===== src/rtl/multicycle_control.sv =====
// multicycle_control
//   Control FSM for a small multicycle RISC-V datapath. Each instruction
//   runs FETCH -> DECODE -> EXECUTE -> WRITEBACK (ALU ops, 4 cycles) or
//   FETCH -> DECODE -> BRANCH (BEQ, 3 cycles). Unsupported opcodes or ALU
//   functions park the FSM in HALT until reset.
//
//   Parameters:
//     COUNT_W      width of the retired-instruction counter (wraps)
//   Inputs:
//     clk          rising-edge clock
//     reset        asynchronous, active-high
//     enable       FSM advances only while high; state and count hold otherwise
//     instr[31:0]  instruction word (opcode [6:0], funct3 [14:12], funct7b5 [30])
//     zero         ALU zero flag, used as pc_src in BRANCH
//     step         (MCCTRL_STEP_EN only) FETCH advances on a registered 0->1 edge
//   Outputs:
//     ir_load, pc_en, pc_src, reg_write, alu_src, alu_control[2:0]
//     state[2:0]   current state code (debug display)
//     halted       high while in HALT
//     instr_count  retired-instruction count
//
//   Optional feature macro: MCCTRL_STEP_EN (single-step gating of FETCH).

module multicycle_control #(
  parameter int unsigned COUNT_W = 16
) (
  input  logic               clk,
  input  logic               reset,
  input  logic               enable,
  input  logic [31:0]        instr,
  input  logic               zero,
`ifdef MCCTRL_STEP_EN
  input  logic               step,
`endif
  output logic               ir_load,
  output logic               pc_en,
  output logic               pc_src,
  output logic               reg_write,
  output logic               alu_src,
  output logic [2:0]         alu_control,
  output logic [2:0]         state,
  output logic               halted,
  output logic [COUNT_W-1:0] instr_count
);

  typedef enum logic [2:0] {
    S_FETCH     = 3'd0,
    S_DECODE    = 3'd1,
    S_EXECUTE   = 3'd2,
    S_WRITEBACK = 3'd3,
    S_BRANCH    = 3'd4,
    S_HALT      = 3'd7
  } state_e;

  localparam logic [6:0] OP_RTYPE  = 7'b0110011;
  localparam logic [6:0] OP_ITYPE  = 7'b0010011;
  localparam logic [6:0] OP_BRANCH = 7'b1100011;

  localparam logic [2:0] ALU_AND = 3'b000;
  localparam logic [2:0] ALU_OR  = 3'b001;
  localparam logic [2:0] ALU_ADD = 3'b010;
  localparam logic [2:0] ALU_SUB = 3'b110;
  localparam logic [2:0] ALU_SLT = 3'b111;

  state_e               state_q, state_d;
  logic                 halted_q, halted_d;
  logic [COUNT_W-1:0]   count_q, count_d;
  logic [2:0]           alu_ctrl_q, alu_ctrl_d;
  logic                 alu_src_q, alu_src_d;

  // Instruction field decode
  logic [6:0] opcode;
  logic [2:0] funct3;
  logic       funct7b5;
  logic       is_rtype;
  logic       is_itype;
  logic       is_beq;
  logic [2:0] alu_dec;
  logic       alu_legal;
  logic       step_fire;

  logic       unused_instr_bits;
  assign unused_instr_bits = &{1'b0, instr[31], instr[29:15], instr[11:7]};

  assign opcode   = instr[6:0];
  assign funct3   = instr[14:12];
  assign funct7b5 = instr[30];
  assign is_rtype = (opcode == OP_RTYPE);
  assign is_itype = (opcode == OP_ITYPE);
  assign is_beq   = (opcode == OP_BRANCH) && (funct3 == 3'b000);

  always_comb begin
    alu_dec   = ALU_ADD;
    alu_legal = 1'b1;
    case (funct3)
      3'b000:  alu_dec = (is_rtype && funct7b5) ? ALU_SUB : ALU_ADD;
      3'b111:  alu_dec = ALU_AND;
      3'b110:  alu_dec = ALU_OR;
      3'b010:  alu_dec = ALU_SLT;
      default: alu_legal = 1'b0;
    endcase
  end

`ifdef MCCTRL_STEP_EN
  logic step_q, step_d;
  // Previous-cycle copy of step; FETCH fires only on a 0->1 transition.
  assign step_d    = step;
  assign step_fire = step && !step_q;
`else
  assign step_fire = 1'b1;
`endif

  // Next-state logic
  always_comb begin
    state_d    = state_q;
    count_d    = count_q;
    alu_ctrl_d = alu_ctrl_q;
    alu_src_d  = alu_src_q;
    case (state_q)
      S_FETCH: begin
        if (enable && step_fire) state_d = S_DECODE;
      end
      S_DECODE: begin
        if (enable) begin
          if (is_rtype || is_itype) state_d = S_EXECUTE;
          else if (is_beq)          state_d = S_BRANCH;
          else                      state_d = S_HALT;
        end
      end
      S_EXECUTE: begin
        if (enable) begin
          if (alu_legal) begin
            state_d    = S_WRITEBACK;
            // WRITEBACK replays the EXECUTE ALU setup from these copies
            alu_ctrl_d = alu_dec;
            alu_src_d  = is_itype;
          end else begin
            state_d = S_HALT;
          end
        end
      end
      S_WRITEBACK: begin
        if (enable) begin
          state_d = S_FETCH;
          count_d = count_q + {{(COUNT_W-1){1'b0}}, 1'b1};
        end
      end
      S_BRANCH: begin
        if (enable) begin
          state_d = S_FETCH;
          count_d = count_q + {{(COUNT_W-1){1'b0}}, 1'b1};
        end
      end
      S_HALT:  state_d = S_HALT;
      // Unused codes 5/6 escape to HALT regardless of enable
      default: state_d = S_HALT;
    endcase
    halted_d = (state_d == S_HALT);
  end

  always_ff @(posedge clk or posedge reset) begin
    if (reset) begin
      state_q    <= S_FETCH;
      halted_q   <= 1'b0;
      count_q    <= '0;
      alu_ctrl_q <= ALU_ADD;
      alu_src_q  <= 1'b0;
`ifdef MCCTRL_STEP_EN
      step_q     <= 1'b0;
`endif
    end else begin
      state_q    <= state_d;
      halted_q   <= halted_d;
      count_q    <= count_d;
      alu_ctrl_q <= alu_ctrl_d;
      alu_src_q  <= alu_src_d;
`ifdef MCCTRL_STEP_EN
      step_q     <= step_d;
`endif
    end
  end

  // Moore control decode; zero reaches an output only via pc_src in BRANCH.
  // Write enables are gated by enable so a frozen state never repeats a write.
  always_comb begin
    ir_load     = 1'b0;
    pc_en       = 1'b0;
    pc_src      = 1'b0;
    reg_write   = 1'b0;
    alu_src     = 1'b0;
    alu_control = ALU_ADD;
    case (state_q)
      S_FETCH: ir_load = step_fire;
      S_EXECUTE: begin
        if (alu_legal) begin
          alu_src     = is_itype;
          alu_control = alu_dec;
        end
      end
      S_WRITEBACK: begin
        reg_write   = enable;
        pc_en       = enable;
        alu_src     = alu_src_q;
        alu_control = alu_ctrl_q;
      end
      S_BRANCH: begin
        pc_en       = enable;
        pc_src      = zero;
        alu_control = ALU_SUB;
      end
      default: ;
    endcase
  end

  assign state       = state_q;
  assign halted      = halted_q;
  assign instr_count = count_q;

endmodule


===== config.mk =====
export PLATFORM = sky130hd
export DESIGN_NAME = multicycle_control
export DESIGN_NICKNAME = d
export VERILOG_FILES = /design/src/rtl/multicycle_control.sv
export SDC_FILE = /design/constraint.sdc
export NUM_CORES = 1
export LEC_CHECK = 0
export CAP_MARGIN = 25
export CORE_ASPECT_RATIO = 0.6
export CORE_MARGIN = 3
export CORE_UTILIZATION = 40
export DETAILED_ROUTE_END_ITERATION = 6
export GPL_TIMING_DRIVEN = 0
export PLACE_DENSITY = 0.9
export SYNTH_ARGS = -nofsm -noshare
export SYNTH_HDL_FRONTEND = slang
export SYNTH_SLANG_ARGS = --single-unit

===== constraint.sdc =====
create_clock -name clk -period 1.8 [get_ports clk]
set_input_delay 0.27 -clock clk [delete_from_list [all_inputs] [get_ports clk]]
set_output_delay 0.27 -clock clk [all_outputs]
set_load 0.005 [all_outputs]

==> flow_metrics.env <==
export IMPL_status="finished with violations"
export IMPL_violations="negative setup slack"
export IMPL_die_y_um=50.1
export IMPL_start_util_pct=43.5
export IMPL_clk_path_buf_depth=2
export IMPL_power_density_nw_per_um2=484
export IMPL_path_clk_slew_ns=0.08
export IMPL_grt_use_total_pct=19.6
export IMPL_fmax_ghz=0.495
export IMPL_syn_area_um2=1300
export IMPL_synth_warnings=0
export IMPL_numCtsBuffers=3
export IMPL_yosys_register_bits=24
export IMPL_crit_chain="buf_8 -> inv_6 -> o211ai_1 -> or3_4 -> a21oi_2 -> buf_2"
export IMPL_critical_path_class="flip-flop to primary output"
export IMPL_max_vdd_ir_drop_v=0.000372
export IMPL_slowest_stage="dfrtp_1"
export IMPL_synth_top_area_share_pct=44.3
export IMPL_rsz0062_at_grt="true"
export IMPL_routedWlPerCell_um=16.9
export IMPL_antenna_found_initial=0
export IMPL_async_reset_ff_share_pct=100
export IMPL_htree_levels=1
export IMPL_vias=1287
export IMPL_grt_first_pass_wirelength_mm=5.99
export IMPL_diodes=0
export IMPL_synthXorXnorAreaFrac_pct=10.1
export IMPL_antenna_left=0
export IMPL_nFillCells=222
export IMPL_dp_cells=216
export IMPL_portBuffers=41
export IMPL_maxCapViolCount=0
export IMPL_required_ns=1.53
export IMPL_crit_path_end_kind="primary output"
export IMPL_synth_area_leaders="dfrtp_1 (44%), xnor2_1 (8.1%), nand2_1 (5.2%)"
export IMPL_synth_largest_area_cell="dfrtp_1"
export IMPL_clock_sinks=24
export IMPL_slew_viol_final=0
export IMPL_ioPinCount=64
export IMPL_ys_flop_type="dfrtp_1"
export IMPL_synthAdderAreaFrac_pct=0.963
export IMPL_routabilityCongestion=0.932
export IMPL_fin_crit_sh_pct=112
export IMPL_drive_above_1_share_pct=27.6
export IMPL_fin_crit_ns=2.02
export IMPL_dp_hpwl_mm=2.52
export IMPL_p_total_uw=995
export IMPL_drc=0
export IMPL_synth_cells=133
export IMPL_synth_edff_count=0
export IMPL_synth_compound_area_share_pct=13.8
export IMPL_synth_mux_area_share_pct=1.73
export IMPL_grt_pass1_vias=1228
export IMPL_dieArea_um2=3990
export IMPL_die_w_um=79.6
export IMPL_avgSynthCellArea_um2=9.77
export IMPL_critPathArrivalTime_ns=1.75
export IMPL_synth_top_family_by_area="simple AND/OR/NAND/NOR gates"
export IMPL_clock_latency_ns=0.27
export IMPL_total_leakage_power_uw=0.000933
export IMPL_dp_slack_ns=-0.669
export IMPL_rows=15
export IMPL_area_growth_pct=58.3
export IMPL_cts_root_buf="clkbuf_8"
export IMPL_hold_class="input pin to asynchronous set/reset pin"
export IMPL_synth_simple_gate_area_share_pct=23.9
export IMPL_tritoncts="done"
export IMPL_grt_max_degree=25
export IMPL_detail_route_vias_per_cell=5.34
export IMPL_synth_distinct_cells=39
export IMPL_cpPeakStageDelay_ns=0.43
export IMPL_path_max_fanout=8
export IMPL_synth_yosys_seq_area_share_pct=46.3
export IMPL_critPathLaunchType="flip-flop"
export IMPL_synth_net_count=170
export IMPL_drt_iter0_drc=91
export IMPL_drt_total_wl_mm=4.08
export IMPL_fin_ws_ns=-0.219
export IMPL_fin_setup_tns_ns=-1.92
export IMPL_final_setup_skew_ns=0.00312
export IMPL_coreArea_um2=2980
export IMPL_setup_violations=14
export IMPL_fin_nets=237
export IMPL_slew_headroom_pct=40.5
export IMPL_firstDrtPassIters=4
export IMPL_final_cells=241
export IMPL_hold_viol_final=0
export IMPL_grt_overflow=0
export IMPL_tightest_slew_ns=0.891
==> cells in the final DEF, fill, tap and decap left out, types with 2 or more instances in the layout <==
cell             instances
xor2_1                   3
and3_1                   3
nand3_2                  2
a211oi_1                 2
o211ai_1                 3
buf_4                   17
clkdlybuf4s15_1          2
and2_1                   2
nand2b_1                 2
dlygate4sd2_1            7
a21oi_1                  4
nand4_1                  5
mux2_2                   2
nand3_1                  6
o21ai_0                  2
buf_6                    4
clkdlybuf4s50_1         27
xnor2_1                 11
buf_2                    4
and4bb_2                 2
a31oi_1                  2
dfrtp_1                 22
inv_1                    7
nor2_1                   6
nand2_1                 16
nand2_2                  2
clkbuf_8                 5
==> report_power, final <==
part	internal, µW	switching [µW]
Combinational	42.0	40.0
Sequential	541	4.90
Clock	196	171
==> path summary, 6_finish.rpt <==
check                      slack (ns)               to       startpoint  cells after the start
max in group asynchronous        0.71         state[2]            reset                      2
min in group clk                 0.49  instr_count[15]  instr_count[15]                      1
min reg2reg                      0.49  instr_count[15]  instr_count[15]                      1
max reg2reg                     -0.18   instr_count[8]         state[0]                      6
min                              0.49   instr_count[2]            reset                      2
max                             -0.22          alu_src         state[0]                      6
==> cell type report <==
class                      instances  area (µm²)  area share [%]
tap                               42        52.6            2.56
clock buffer                       4        55.1            2.68
sequential                        24         603            29.3
multi-input combinational         98         721            35.1
timing repair buffer              62         557            27.1
buffer                             3        32.5            1.58
inverter                           8        35.0            1.70
==> stage by stage <==
step	utilization, %	cell area (µm²)	hold slack, ns
global route	68.9	2060	0.492
finish	68.9	2060	0.488
global placement	59.0	1760	0.464
detailed placement	59.0	1760	0.467
floorplan	-	1300	0.284
CTS	67.3	2010	0.469
==> sequential cells by signal, summed over array words and instances (netlist names) <==
register and flops:
alu_ctrl_q 3, alu_src_q 1, halted 1, instr_count 16, state 3
==> timing repair <==
| item | 4_1_cts | 5_1_grt |
|---|---|---|
| pin swaps | 10 | 12 |
| setup endpoints to repair | 11 | 11 |
| buffers inserted | 18 | 3 |
| hold endpoints to repair | 0 | 0 |
| resized for setup | 50 | 7 |
| hold buffers | 0 | 0 |
==> synth_stat cells, drive strengths merged, types with 2 or more instances <==
master and instances:
dfrtp 23, nand2 18, xnor2 12, inv 8, nand3 8, a21oi 6
nor2 6, nand4 5, and3 3, clkbuf 3, nor3 3, o211ai 3
o21ai 3, xor2 3, a211oi 2, a31oi 2, and2 2, and4bb 2
mux2 2, nand2b 2
==> layer usage <==
metal  track usage (%)  vias to the layer above  share of wire, %
met1              24.2                      617                42
li1                  -                      600                 -
met5                 0                        -                 0
met3              6.09                       10               6.3
met4              3.14                        0               2.2
met2              34.2                       60                50
==> logic make-up after synthesis <==
family                     Yosys count
muxes                                2
AOI/OAI and AO/OA                   23
adders and majority gates            1
DFF                                 24
buffers and inverters               11
and+or+nand+nor                     57
xor gates and xnor gates            15
==> critical path: cells and delay by family (launching register included) <==
family,cells,cell delay (ns)
DFF,1,0.43
and+or+nand+nor,1,0.40
AOI/OAI and AO/OA,2,0.28
buffers and inverters,3,0.37
Power figures use the tool's default switching activity.
